## src/rtl/mem_req_router.sv

```systemverilog
// Multi-channel memory request router: arbitrates channel requests onto one
// memory port, tags access_id with the channel, and routes responses back by tag.
module mem_req_router #(
  parameter int unsigned NUM_CH   = 2,
  parameter int unsigned DATA_W   = 128,
  parameter int unsigned ID_W     = 8,
  parameter int unsigned MAX_OUT  = 16,
  parameter int unsigned ARB_MODE = 0,
  localparam int unsigned CH_W    = (NUM_CH > 1) ? $clog2(NUM_CH) : 1
) (
  input  logic                           clk,
  input  logic                           reset,
  input  logic [NUM_CH-1:0]              ch_req_vld,
  input  logic [NUM_CH-1:0][DATA_W-1:0]  ch_req_data,
  input  logic [NUM_CH-1:0][ID_W-1:0]    ch_req_id,
  output logic [NUM_CH-1:0]              ch_req_rdy,
  output logic                           mem_req_vld,
  output logic [DATA_W-1:0]              mem_req_data,
  output logic [ID_W-1:0]                mem_req_id,
  input  logic                           mem_req_rdy,
  input  logic                           mem_rsp_vld,
  input  logic [DATA_W-1:0]              mem_rsp_data,
  input  logic [ID_W-1:0]                mem_rsp_id,
  output logic [NUM_CH-1:0]              ch_rsp_vld,
  output logic [DATA_W-1:0]              ch_rsp_data,
  output logic [ID_W-1:0]                ch_rsp_id,
  output logic [NUM_CH-1:0][7:0]         ch_outstanding,
  output logic                           rsp_err
);

  logic                      mem_req_vld_q, mem_req_vld_d;
  logic [DATA_W-1:0]         mem_req_data_q, mem_req_data_d;
  logic [ID_W-1:0]           mem_req_id_q, mem_req_id_d;
  logic [NUM_CH-1:0]         ch_rsp_vld_q, ch_rsp_vld_d;
  logic [DATA_W-1:0]         ch_rsp_data_q, ch_rsp_data_d;
  logic [ID_W-1:0]           ch_rsp_id_q, ch_rsp_id_d;
  logic [NUM_CH-1:0][7:0]    cnt_q, cnt_d;
  logic                      rsp_err_q, rsp_err_d;
  logic [CH_W-1:0]           rr_ptr_q, rr_ptr_d;

  logic [NUM_CH-1:0]         elig;
  logic                      free;
  logic                      found;
  logic                      gnt_vld;
  logic [CH_W-1:0]           gnt_idx;
  logic [NUM_CH-1:0]         gnt_oh;
  int unsigned               cand;
  logic [CH_W-1:0]           rsp_ch;
  logic [NUM_CH-1:0]         rsp_hit;
  logic                      rsp_drop;
  logic                      unused_id_bits;

  // Eligibility and winner selection; the last match in a descending scan is the first in priority order
  always_comb begin
    free           = !mem_req_vld_q || mem_req_rdy;
    found          = 1'b0;
    gnt_idx        = '0;
    cand           = 0;
    unused_id_bits = 1'b0;
    for (int i = 0; i < int'(NUM_CH); i++) begin
      elig[i]        = ch_req_vld[i] && (cnt_q[i] < 8'(MAX_OUT));
      unused_id_bits = unused_id_bits ^ (^ch_req_id[i][ID_W-1 -: CH_W]);
    end
    for (int k = int'(NUM_CH) - 1; k >= 0; k--) begin
      if (ARB_MODE == 0) begin
        cand = 32'(k);
      end else begin
        cand = 32'(rr_ptr_q) + 32'(k);
        if (cand >= NUM_CH) cand = cand - NUM_CH;
      end
      if (elig[CH_W'(cand)]) begin
        found   = 1'b1;
        gnt_idx = CH_W'(cand);
      end
    end
    gnt_vld = found && free && !reset;
    for (int i = 0; i < int'(NUM_CH); i++) begin
      gnt_oh[i] = gnt_vld && (gnt_idx == CH_W'(i));
    end
  end

  assign ch_req_rdy = gnt_oh;

  // Next-state for request register, response routing, counters and pointer
  always_comb begin
    mem_req_vld_d  = mem_req_vld_q;
    mem_req_data_d = mem_req_data_q;
    mem_req_id_d   = mem_req_id_q;
    ch_rsp_data_d  = ch_rsp_data_q;
    ch_rsp_id_d    = ch_rsp_id_q;
    rr_ptr_d       = rr_ptr_q;

    if (gnt_vld) begin
      mem_req_vld_d  = 1'b1;
      mem_req_data_d = ch_req_data[gnt_idx];
      mem_req_id_d   = {gnt_idx, ch_req_id[gnt_idx][ID_W-CH_W-1:0]};
      rr_ptr_d       = (gnt_idx == CH_W'(NUM_CH - 1)) ? '0 : gnt_idx + CH_W'(1);
    end else if (mem_req_rdy) begin
      mem_req_vld_d  = 1'b0;
    end

    rsp_ch = mem_rsp_id[ID_W-1 -: CH_W];
    for (int i = 0; i < int'(NUM_CH); i++) begin
      rsp_hit[i] = mem_rsp_vld && (rsp_ch == CH_W'(i)) && (cnt_q[i] != 8'd0);
      cnt_d[i]   = cnt_q[i] + 8'(gnt_oh[i]) - 8'(rsp_hit[i]);
    end
    rsp_drop     = mem_rsp_vld && !(|rsp_hit);
    ch_rsp_vld_d = rsp_hit;
    if (|rsp_hit) begin
      ch_rsp_data_d = mem_rsp_data;
      ch_rsp_id_d   = mem_rsp_id;
    end
    rsp_err_d = rsp_err_q || rsp_drop;
  end

  always_ff @(posedge clk) begin
    if (reset) begin
      mem_req_vld_q  <= 1'b0;
      mem_req_data_q <= '0;
      mem_req_id_q   <= '0;
      ch_rsp_vld_q   <= '0;
      ch_rsp_data_q  <= '0;
      ch_rsp_id_q    <= '0;
      cnt_q          <= '0;
      rsp_err_q      <= 1'b0;
      rr_ptr_q       <= '0;
    end else begin
      mem_req_vld_q  <= mem_req_vld_d;
      mem_req_data_q <= mem_req_data_d;
      mem_req_id_q   <= mem_req_id_d;
      ch_rsp_vld_q   <= ch_rsp_vld_d;
      ch_rsp_data_q  <= ch_rsp_data_d;
      ch_rsp_id_q    <= ch_rsp_id_d;
      cnt_q          <= cnt_d;
      rsp_err_q      <= rsp_err_d;
      rr_ptr_q       <= rr_ptr_d;
    end
  end

  assign mem_req_vld    = mem_req_vld_q;
  assign mem_req_data   = mem_req_data_q;
  assign mem_req_id     = mem_req_id_q;
  assign ch_rsp_vld     = ch_rsp_vld_q;
  assign ch_rsp_data    = ch_rsp_data_q;
  assign ch_rsp_id      = ch_rsp_id_q;
  assign ch_outstanding = cnt_q;
  assign rsp_err        = rsp_err_q;

endmodule
```

## config.mk

```make
export PLATFORM = sky130hd
export DESIGN_NAME = mem_req_router
export DESIGN_NICKNAME = d
export VERILOG_FILES = /design/src/rtl/mem_req_router.sv
export SDC_FILE = /design/constraint.sdc
export NUM_CORES = 1
export LEC_CHECK = 0
export ABC_AREA = 1
export ABC_CLOCK_PERIOD_IN_PS = 4950
export CAP_MARGIN = 20
export CORE_AREA = 2 2 276 278
export DETAILED_ROUTE_END_ITERATION = 8
export DIE_AREA = 0 0 278 280
export PLACE_DENSITY_LB_ADDON = 0.25
export SETUP_SLACK_MARGIN = 0.15
export SYNTH_ARGS = -nofsm -noshare
export SYNTH_HDL_FRONTEND = slang
export SYNTH_SLANG_ARGS = --single-unit
```

## constraint.sdc

```tcl
create_clock -name clk -period 4.95 [get_ports clk]
set_input_delay 0.7425 -clock clk [delete_from_list [all_inputs] [get_ports clk]]
set_output_delay 0.7425 -clock clk [all_outputs]
set_load 0.01 [all_outputs]
```

==> metrics.yaml <==
outcome: "completed"
track_usage: 0.147
area_growth_syn_to_layout_pct: 62.5
fin_crit_sh: 0.737
critPathLaunchType: "input pin"
io_pins: 708
p_comb_frac: 0.470
critPathMaxFanout: 43
syn-cell-area_um2: 14200
cts_made_buffers: 38
first_pass_iters: 5
wirelength_mm: 60.2
cp-end-kind: "primary output"
regArea_um2: 5850
finalSetupViolations: 0
grt_use_met2: 0.254
die_area_um2: 77800
ys.flop_type: "dfxtp_1"
fp.dieW_um: 278
finish.utilization: 0.308
crit_type: "in2out"
cts_resized: 0
grt_max_degree: 163
cts.sinks: 292
hold_path.class: "reg2reg"
synth_nets: 2456
ys_ff_latch: 292
synth_warnings: 0
cell_internal_pwr_mw: 7.22
io_buffers: 705
power_density_nw_per_um2: 504
drt_iter0_drc: 744
hold_viol_final: 0
htree_levels: 2
drc_errors: 0
start_util: 0.189
crit_arrival_ps: 2910
fin_worst_skew_ps: 16.0
path_clk_slew_ps: 50
fill_cells: 8213
grt_pass1_wl_mm: 88.3
multi_input_area_um2: 6830
finalPower_mw: 11.7
cts_tree: "built"
synth_edf_count: 0
min_period_ps: 3650
avgSynthCellArea_um2: 7.06
post_cts_buffers: 0
rows: 101
swShare: 0.382
clock-root-buffer: "clkbuf_16"
drv_cap: 0
finalMaxSlewViolations: 0
synth-seq-area-share: 0.410
p_switching_mw: 4.46
asyncSetResetFlopFracSynth: 0
syn_inst: 2017
dp_hpwl_mm: 43.6
met1_usage: 0.167
final_nets: 3058
vias: 14900
clockBufferDepth: 3
core_um2: 75200
use_met3: 0.0550
p_leak_nw: 9.99
sequentialPowerShare: 0.292
viasPerCell: 4.12
die_h_um: 280
grt_pass1_vias: 14100
worst_pin_slew_ps: 962
drive_gt1_frac: 0.0355
max_freq_ghz: 0.274
rsz0062_at_grt: "false"
place_congestion: 0.785
crit_required_ps: 4210
yosysUniqueCellTypes: 23
clkPwrFrac: 0.238
grt_overflow: 0
ctsHoldBuffers: 0
antenna_found_initial: 5
antenna_left: 0
timing.setup.tns_ps: 0
wl_per_cell_um: 16.6
slew_headroom: 0.358
clkLatencyLatePin_ps: 540
busiest_layer: "met2"
vdd_drop_max_v: 0.000262
==> Yosys cell counts (10+ instances only) <==
cell type	n	area share
a21oi_1	150	0.053
a22oi_1	135	0.071
buf_1	15	0.0040
buf_2	88	0.031
buf_4	18	0.0095
buf_6	10	0.0079
clkbuf_1	34	0.0090
dfxtp_1	292	0.41
ha_1	23	0.020
inv_1	193	0.051
nand2_1	317	0.084
nand3_1	17	0.0060
nand3b_1	135	0.071
nor2_1	437	0.12
o21ai_0	78	0.027
o21ai_1	63	0.022
==> layout by cell type, fill, tap and decap left out <==
master and n:
a22oi_1 135, or2_2 2, nand3_1 17, buf_4 20
clkinv_4 1, nor3_1 2, inv_8 1, buf_16 1
fa_1 2, ha_1 23, clkdlybuf4s50_1 705, o21ai_0 78
nor2_1 437, nand3_4 1, buf_12 2, nor2_4 1
nand2_8 1, clkbuf_8 11, inv_1 192, a21oi_1 150
o21ai_1 63, nand3_2 1, dfxtp_1 292, nand2_1 315
clkinv_2 7, clkbuf_1 6, diode_2 1, inv_6 1
nand2_4 3, bufinv_16 1, clkbuf_16 39, nand3b_1 135
clkinvlp_4 1
==> worst max-delay path: stages <==
cell and delay (ps):
clkdlybuf4s50_1 460, nand2_1 80, inv_1 130, nand3_4 400, nor2_1 370, clkdlybuf4s50_1 720
==> power groups by stage <==
stage,Combinational (mW),Sequential (mW),Clock (mW)
floorplan,2.76,3.73,0
global placement,5.60,3.43,0
detailed placement,5.59,3.46,0
CTS,5.61,3.42,2.89
global route,6.10,3.50,2.99
finish,5.49,3.41,2.77
==> per-stage QoR <==
step / hold WS (ps) / worst slack (ps) / instance area, um2 / std cells
after floorplan: 474 / 2170 / 14200 / 2017
after global placement: 468 / 1150 / 21900 / 3556
after detailed placement: 476 / 1160 / 21900 / 3556
after CTS: 489 / 1080 / 23100 / 3623
after global routing: 500 / 916 / 23100 / 3624
final: 480 / 1300 / 23200 / 3625
==> kinds of logic (layout without fill, tap and decap cells) <==
kind of cell | Yosys count | count (layout) | synth area share
AOI/OAI and AO/OA | 426 | 426 | 0.173
adders and majority gates | 25 | 25 | 0.0230
buffers and inverters | 359 | 988 | 0.113
DFF | 292 | 292 | 0.410
other | 0 | 1 | 0
and+or+nand+nor | 915 | 915 | 0.280
==> path summary, 6_finish.rpt <==
| kind | start | slack, ps | cells past startpoint | end |
|---|---|---|---|---|
| max reg2reg | ch_outstanding[12] | 1920 | 10 | mem_req_data[45] |
| min reg2reg | mem_req_id[7] | 480 | 2 | mem_req_id[7] |
| max | ch_req_vld[1] | 1300 | 6 | ch_req_rdy[1] |
| min | mem_req_id[7] | 480 | 2 | mem_req_id[7] |
==> per-layer routing <==
metal | routed length [um] | vias up
met3 | 5380 | 75
met4 | 1690 | 10
met1 | 24000 | 6639
met5 | 59 | -
li1 | - | 7713
met2 | 29000 | 503
==> area by class of cell <==
class                           instances  area share
Clock inverter                         11     0.00389
Tap cell                              978      0.0529
Clock buffer                           56      0.0497
Inverter                              193      0.0316
Sequential cell                       292       0.252
Antenna cell                            1    0.000108
Timing Repair Buffer                  728       0.314
Multi-Input combinational cell       1366       0.295
==> state kept, by name, summed over array words and instances (netlist names) <==
name,cells
mem_req_vld,1
mem_req_id,8
ch_rsp_vld,2
ch_rsp_data,128
mem_req_data,128
rsp_err,1
ch_rsp_id,8
ch_outstanding,16
No activity file was read; power rests on OpenSTA's default activity.
